File: config.mk
export PLATFORM = sky130hd
export DESIGN_NAME = pipeline_ctrl
export DESIGN_NICKNAME = d
export VERILOG_FILES = /design/src/rtl/pipeline_ctrl.sv
export SDC_FILE = /design/constraint.sdc
export NUM_CORES = 1
export LEC_CHECK = 0
export BUFFER_PORTS_ARGS = -buffer_cell sky130_fd_sc_hd__buf_2
export CAP_MARGIN = 20
export CORE_MARGIN = 3
export CORE_UTILIZATION = 48
export DETAILED_ROUTE_END_ITERATION = 12
export PLACE_DENSITY = 0.77
export SLEW_MARGIN = 30
export SYNTH_ARGS = -nofsm -noshare
export SYNTH_HDL_FRONTEND = slang
export SYNTH_SLANG_ARGS = --single-unit
File: constraint.sdc
create_clock -name clk -period 2.3 [get_ports clk]
set_clock_uncertainty 0.1 [all_clocks]
set_input_delay 0.115 -clock clk [delete_from_list [all_inputs] [get_ports clk]]
set_output_delay 0.115 -clock clk [all_outputs]
set_load 0.03 [all_outputs]
File: src/rtl/pipeline_ctrl.sv
// pipeline_ctrl: hazard, forwarding, redirect and perf-counter control for the
// 5-stage RV32I pipeline.
// Inputs : stage register indices (rs1D/rs2D/rs1E/rs2E/rdE/rdM/rdW), stage
//          control bits (regWriteM/W, memReadE), branch resolve (pcsrcE),
//          stall sources (icacheStall, dcacheStall, exBusy), perfClr.
// Outputs: EX/ID forwarding selects, per-stage stall/flush, fetch redirect
//          controls (redirectF, useSavedTarget, captureTarget) and three
//          saturating performance counters (registered).
module pipeline_ctrl #(
  parameter int unsigned REG_ADDR_WIDTH   = 5,
  parameter int unsigned CNT_WIDTH        = 32,
  parameter bit          DCACHE_BUBBLE_WB = 1'b1
) (
  input  logic                      clk,
  input  logic                      rst,
  input  logic [REG_ADDR_WIDTH-1:0] rs1D,
  input  logic [REG_ADDR_WIDTH-1:0] rs2D,
  input  logic [REG_ADDR_WIDTH-1:0] rs1E,
  input  logic [REG_ADDR_WIDTH-1:0] rs2E,
  input  logic [REG_ADDR_WIDTH-1:0] rdE,
  input  logic [REG_ADDR_WIDTH-1:0] rdM,
  input  logic [REG_ADDR_WIDTH-1:0] rdW,
  input  logic                      regWriteM,
  input  logic                      regWriteW,
  input  logic                      memReadE,
  input  logic                      pcsrcE,
  input  logic                      icacheStall,
  input  logic                      dcacheStall,
  input  logic                      exBusy,
  input  logic                      perfClr,
  output logic [1:0]                forwardAE,
  output logic [1:0]                forwardBE,
  output logic                      forwardAD,
  output logic                      forwardBD,
  output logic                      stallF,
  output logic                      stallD,
  output logic                      stallE,
  output logic                      stallM,
  output logic                      flushD,
  output logic                      flushE,
  output logic                      flushM,
  output logic                      flushW,
  output logic                      redirectF,
  output logic                      useSavedTarget,
  output logic                      captureTarget,
  output logic [CNT_WIDTH-1:0]      stallCycles,
  output logic [CNT_WIDTH-1:0]      flushCount,
  output logic [CNT_WIDTH-1:0]      loadUseCount
);

  localparam logic [REG_ADDR_WIDTH-1:0] X0 = '0;

  logic                 r_pending;
  logic                 w_load_use;
  logic                 w_redirect;
  logic                 w_release;
  logic                 w_row_redirect;
  logic                 w_row_load_use;
  logic [CNT_WIDTH-1:0] r_stall_cycles;
  logic [CNT_WIDTH-1:0] r_flush_count;
  logic [CNT_WIDTH-1:0] r_load_use_count;

  // EX operand select: MEM result beats WB result
  function automatic logic [1:0] fwd_ex(input logic [REG_ADDR_WIDTH-1:0] rs);
    if (regWriteM && (rdM != X0) && (rdM == rs))      return 2'b10;
    else if (regWriteW && (rdW != X0) && (rdW == rs)) return 2'b01;
    else                                              return 2'b00;
  endfunction

  // Operand forwarding
  always_comb begin
    forwardAE = fwd_ex(rs1E);
    forwardBE = fwd_ex(rs2E);
    forwardAD = regWriteW && (rdW != X0) && (rdW == rs1D);
    forwardBD = regWriteW && (rdW != X0) && (rdW == rs2D);
  end

  // Hazard condition terms; a held EX keeps pcsrcE alive, so redirect simply waits
  assign w_load_use = memReadE && (rdE != X0) && ((rdE == rs1D) || (rdE == rs2D));
  assign w_redirect = pcsrcE && !dcacheStall && !exBusy;
  // A younger redirect recaptures instead, so the saved target is only used when no new one arrives
  assign w_release  = r_pending && !icacheStall && !dcacheStall && !w_redirect;

  // Prioritised stall/flush and fetch redirect control
  always_comb begin
    stallF         = 1'b0;
    stallD         = 1'b0;
    stallE         = 1'b0;
    stallM         = 1'b0;
    flushD         = 1'b0;
    flushE         = 1'b0;
    flushM         = 1'b0;
    flushW         = 1'b0;
    redirectF      = 1'b0;
    useSavedTarget = 1'b0;
    captureTarget  = 1'b0;
    w_row_redirect = 1'b0;
    w_row_load_use = 1'b0;

    if (dcacheStall) begin
      stallF = 1'b1;
      stallD = 1'b1;
      stallE = 1'b1;
      stallM = 1'b1;
      flushW = DCACHE_BUBBLE_WB;
    end else if (exBusy) begin
      stallF = 1'b1;
      stallD = 1'b1;
      stallE = 1'b1;
      flushM = 1'b1;
    end else if (w_redirect) begin
      w_row_redirect = 1'b1;
      flushD         = 1'b1;
      flushE         = 1'b1;
      if (icacheStall || r_pending) begin
        captureTarget = 1'b1;
        stallF        = icacheStall;
      end else begin
        redirectF = 1'b1;
      end
    end else if (w_load_use) begin
      w_row_load_use = 1'b1;
      stallF         = 1'b1;
      stallD         = 1'b1;
      flushE         = 1'b1;
    end else if (icacheStall) begin
      stallF = 1'b1;
      flushD = 1'b1;
    end

    // Fetch was parked on the wrong path; drop what it delivers this cycle unless decode is held
    if (w_release) begin
      redirectF      = 1'b1;
      useSavedTarget = 1'b1;
      if (!stallD) flushD = 1'b1;
    end
  end

  // Pending redirect latch
  always_ff @(posedge clk or negedge rst) begin
    if (!rst)               r_pending <= 1'b0;
    else if (captureTarget) r_pending <= 1'b1;
    else if (w_release)     r_pending <= 1'b0;
  end

  // Saturating performance counters; clear wins over increment
  always_ff @(posedge clk or negedge rst) begin
    if (!rst) begin
      r_stall_cycles   <= '0;
      r_flush_count    <= '0;
      r_load_use_count <= '0;
    end else if (perfClr) begin
      r_stall_cycles   <= '0;
      r_flush_count    <= '0;
      r_load_use_count <= '0;
    end else begin
      if (stallF && (r_stall_cycles != '1))
        r_stall_cycles <= r_stall_cycles + CNT_WIDTH'(1);
      if (w_row_redirect && (r_flush_count != '1))
        r_flush_count <= r_flush_count + CNT_WIDTH'(1);
      if (w_row_load_use && (r_load_use_count != '1))
        r_load_use_count <= r_load_use_count + CNT_WIDTH'(1);
    end
  end

  assign stallCycles  = r_stall_cycles;
  assign flushCount   = r_flush_count;
  assign loadUseCount = r_load_use_count;

endmodule

=== Word-level counts from Yosys, hierarchy flattened ===
Index checks and enable logic that the tools add are counted.

* Equal/unequal tests: 11
* $lt $le $gt $ge: 0
* Shift operators: 0
* Add/subtract/negate cells: 3
* $mul: 0
* Reduce and logical (&&, ||, !) cells: 31
* Bitwise logic cells: 0
* Divide/modulo/power cells: 0
* Muxes and demuxes: 50

{| class="wikitable"
|+ Operators with widths
! cell !! number
|-
| 32-bit two-way mux || 6
|-
| 32-bit by 1-bit adder with 32-bit output (second input constant) || 3
|-
| 32-bit inequality test (second input constant) || 3
|-
| 1-bit two-way mux || 42
|-
| 5-bit equality test || 8
|-
| 1-bit logical AND || 18
|-
| 5-bit nonzero test || 3
|-
| 2-bit nonzero test || 4
|-
| 1-bit logical NOT || 4
|-
| 2-bit two-way mux || 2
|-
| 1-bit logical OR || 2
|}

* Latch bits: 0
* Bits of input ports: 45
* Register bits: 97
* Memory bits (read-only): 0
* Memories kept: 0
* Bits in writable memories: 0
* Logic and storage cells: 99

=== Depth between registers and ports, before layout ===
* Depth in word-level cells: 10
* Depth in mapped cells: 9
* Mapped depth without buffers: 7

=== Least setup slack after synthesis ===
OpenSTA, ideal clock, no wires.

* Kind: flip-flop to flip-flop
* Start point: reg r_stall_cycles[0], in the netlist stallCycles[0]
* End point: reg r_stall_cycles[16], in the netlist stallCycles[16]
* Library setup time: 0.078 ns
* Path buffers: 0
* Path slack: -0.071 ns
* Data arrival time: 2.193 ns
* Clock period less this slack: 2.371 ns
* Data required time: 2.122 ns
* Cell stages (with the launch flop): 8
* Path through: dfrtp_1 ha_1 nand2_1 nor4_1 a21boi_0 nand4_1 or3_1 a21oi_1

* Cells in the longest elaborated chain, start to end: 3

{| class="wikitable"
|+ Ends and longest elaborated chain
! element !! line !! RTL
|-
| start: declaration || 59 || <nowiki>logic [CNT_WIDTH-1:0] r_stall_cycles;</nowiki>
|-
| start signal: assignment || 158 || <nowiki>r_stall_cycles <= r_stall_cycles + CNT_WIDTH'(1);</nowiki>
|-
| 32-bit by 1-bit adder with 32-bit output or 32-bit inequality test (tied branches) || 158, 157 ||
|-
| 32-bit two-way mux or 1-bit logical AND (tied branches) || 157 || <nowiki>if (stallF && (r_stall_cycles != '1))</nowiki>
|-
| 32-bit two-way mux or 2-bit nonzero test (tied branches) || -- ||
|}

Parallel ways exist; a longest one is shown, timed or not. The select of a mux whose other input is x is not followed.
A chain may end at the register's enable or synchronous reset.

=== Worst setup path after layout ===
* Start point: reg r_load_use_count[0], in the netlist loadUseCount[0]
* End point: reg r_load_use_count[23], in the netlist loadUseCount[23]

* Cells in the longest elaborated chain, start to end: 3

{| class="wikitable"
|+ Ends and longest elaborated chain
! element !! line !! RTL
|-
| start: declaration || 61 || <nowiki>logic [CNT_WIDTH-1:0] r_load_use_count;</nowiki>
|-
| start signal: assignment || 162 || <nowiki>r_load_use_count <= r_load_use_count + CNT_WIDTH'(1);</nowiki>
|-
| 32-bit by 1-bit adder with 32-bit output or 32-bit inequality test (tied branches) || 162, 161 ||
|-
| 32-bit two-way mux or 1-bit logical AND (tied branches) || 161 || <nowiki>if (w_row_load_use && (r_load_use_count != '1))</nowiki>
|-
| 32-bit two-way mux or 2-bit nonzero test (tied branches) || -- ||
|}

Parallel ways exist; a longest one is shown, timed or not. The select of a mux whose other input is x is not followed.

==> results.md <==
- Status: finished clean
- CP arrival: around 2.4 ns
- TNS Setup: 0 ns
- Combinational Power Share: 0.105
- First-pass GRT wire length: about 28,000 um
- Placed Area: 0.00716 mm2
- Number of filler instances in the final layout: ~1,000
- Final max-slew violation count: 0
- Synth Cell Area: slightly below 0.006 mm2
- Slowest stage delay, CP: roughly 0.44 ns
- Initial DRC Count: 487
- Actual slew at the worst max-slew pin: 0.802 ns
- Post-route worst setup slack: about 0.09 ns
- Met2 Use GR: 0.426
- Slowest-stage cell, CP: dfrtp_2
- Remaining global-route overflow: 0
- Root Buffer: clkbuf_16
- Nets: about 900
- Final setup fails: 0
- Synth Register Bits: a little under 100
- Tcrit/Tclk final: 0.961
- Flip-flop and latch area: roughly 0.0024 mm2
- Num Clock Sinks: 97
- Sequential share of power: 0.488
- Worst path cell trace: ha_1 > nand2_1 > nor4_1 > a211oi_1 > nand4_1 > buf_4 > or3_1 > a21oi_1
- Syn Inst Count: 681
- Die Wd: 117 um
- Die Ht: ~120 um
- Ys async rst share: 1.00
- Post-route cell area: 0.00752 mm2
- DR vias/cell: 5.83
- Hold_ws: about 0.11 ns
- Worst Path Required: approximately 2.5 ns
- CTS Buf Count: 9
- Tmin final: about 2.2 ns
- Clock transition at the registers of the reported paths: 0.07 ns
- Syn-to-layout area delta: 26.5%
- Worst Path Class, Setup: reg2reg
- Relative slew slack: 0.465
- Layout cell share with drive strength beyond 1: 0.294
- CTS tree: yes
- Footprint of the multi-input gates: around 0.0034 mm2
- Pwr dens: around 470 mW/mm2
- CP startpoint kind: flip-flop
- Switching power of the nets: just over 900 uW
- Core area: between 0.01 and 0.015 mm2
- Layout Utilization: 0.624
- ANT nets after route: 0
- Port Buffers: ~160
- GP Congestion: around 0.92
- Average wire per standard cell: 16.3 um
- Min-delay worst type: in2reg
- Clock power share: 0.407
- Final Hold Fails: 0
- Pleak: 0.00330 uW
- Internal Power: ~2600 uW
- Max_cap viols: 0
- Die area: approximately 0.014 mm2
- IO Pins: 158
- Largest net degree at the start of global routing: 54
- DRT Pass-1 Iters: 6
- Worst setup EP type: flip-flop
- Clock tree buffer depth: 2
- Final HPWL DP: between 10,000 and 15,000 um
- Clk Latency, worst-skew pair: approximately 0.35 ns
- Sw frac: 0.260
- H-tree depth: 3
- Vias in the first global route: about 5,800
- Yosys warns: 0
- Routed WL: between 15,000 and 20,000 um
- Total track usage: 0.251
- Starting Density: 0.493
- Post-synth EDFFs: 0
- Prevailing post-synth register cell: dfrtp_1
- DRC: 0
- Antenna cells: 0
- Place WS: about 0.015 ns
- Sequential area share after synthesis: 0.408
- Vias: a little over 6,000
- Critical path fanouts, max: 10
- Initial antenna violation count: 0
- Met3 Resource Use GR: 0.0473
- Most Used Layer, Global Route: met2
- GR met1 Demand/Resource: 0.321
- Syn avg cell area: 8.73 um2
- Yosys cell types: 50
- Worst vdd ir: approximately 260 uV
- Row count: 40
- Synthesized Nets: ~730
- Highest Clock Rate: between 400 and 500 MHz
metal layers:
metal,up-vias,wire length (um)
li1,2881,-
met1,2934,7150
met2,212,8470
met3,26,942
met4,0,333
met5,-,0
cell usage in the layout (no fill, tap or decap), types with 12 or more instances in the layout:
cell type	synthesis	layout
or3_1	43	43
a21oi_1	63	63
xor2_1	34	34
nand2_1	43	43
buf_2	4	156
o31ai_1	18	18
xnor2_1	32	32
nor2_1	48	47
nor3_1	13	12
or4_1	22	22
dfrtp_1	97	92
nand3_1	46	45
o21ai_0	47	47
buf_4	4	49
nor2b_1	12	12
nand4_1	40	40
worst paths after layout:
path | start | endpoint | slack [ns] | depth (start not counted)
setup / recovery | loadUseCount[0] | loadUseCount[23] | 0.09 | 8
hold / removal | dcacheStall | loadUseCount[2] | 0.11 | 5
setup reg to reg | loadUseCount[0] | loadUseCount[23] | 0.09 | 8
hold reg to reg | loadUseCount[6] | loadUseCount[6] | 0.47 | 2
max in group asynchronous | rst | loadUseCount[3] | 1.17 | 3
min in group asynchronous | rst | stallCycles[25] | 0.25 | 2
repair_timing:
action | 4_1_cts | 5_1_grt
pin swaps | 0 | 5
hold endpoints to repair | 53 | 0
resized for setup | 1 | 9
hold buffers | 2 | 0
setup endpoints to repair | 1 | 28
buffers inserted | 0 | 2
worst max-delay path, delay by kind of cell, from the launching register on:
family	cells	cell delay, ns
buffers and inverters	1	0.21
DFF	1	0.44
AOI/OAI and AO/OA	2	0.40
and+or+nand+nor	4	0.73
adders and majority gates	1	0.25
power by group through the flow:
stage	logic (uW)	registers (uW)	clock network [uW]
2_1_floorplan	188	1770	0
3_3_place_gp	358	1760	0
3_5_place_dp	372	1760	0
4_1_cts	376	1730	1470
5_1_grt	411	1730	1560
6_report	372	1730	1440
registers in the layout, indices dropped and copies added, names as in the netlist:
register and cells:
r_pending 1, flushCount 32, stallCycles 32, loadUseCount 32
cell type report:
cell class	instances	share of cell area
inverter	11	0.00549
multi-input combinational	538	0.448
tap	168	0.0279
sequential	97	0.323
clock inverter	6	0.00582
timing repair buffer	208	0.158
clock buffer	10	0.0318
Yosys cell counts, types with 2 or more instances:
master / instances / area share
o21a_1: 2 / 0.0025
nor3b_1: 3 / 0.0038
nand2b_1: 3 / 0.0032
and4_1: 8 / 0.012
nand2_1: 43 / 0.027
or4_1: 22 / 0.028
buf_2: 4 / 0.0034
buf_4: 4 / 0.0051
a211oi_1: 3 / 0.0038
nor2b_1: 12 / 0.013
o31ai_1: 18 / 0.023
mux2_2: 7 / 0.013
nor2_1: 48 / 0.030
nor4_1: 13 / 0.014
nand4_1: 40 / 0.042
nor3_1: 13 / 0.011
clkbuf_1: 24 / 0.015
dfrtp_1: 97 / 0.41
ha_1: 3 / 0.0063
inv_1: 10 / 0.0063
o21ai_0: 47 / 0.040
nor4b_1: 3 / 0.0044
and2_1: 3 / 0.0032
or3_1: 43 / 0.045
xor2_1: 34 / 0.050
xnor2_1: 32 / 0.047
and3_1: 10 / 0.011
nand3_1: 46 / 0.039
nor2_2: 2 / 0.0021
buf_6: 2 / 0.0038
a21oi_1: 63 / 0.053
logic make-up after synthesis:
group | Yosys count | synth area share
compound gates | 139 | 0.133
buf+inv | 46 | 0.0351
xor+xnor | 66 | 0.0972
mux | 9 | 0.0175
simple gates | 321 | 0.303
fa+ha+maj | 3 | 0.00631
flops | 97 | 0.408
metrics by stage:
step                      cells  total power (uW)
after floorplan             681              1960
after global placement     1018              2120
after detailed placement   1018              2130
after CTS                  1036              3580
after global routing       1038              3700
final                      1038              3540
Power figures use the tool's default switching activity.
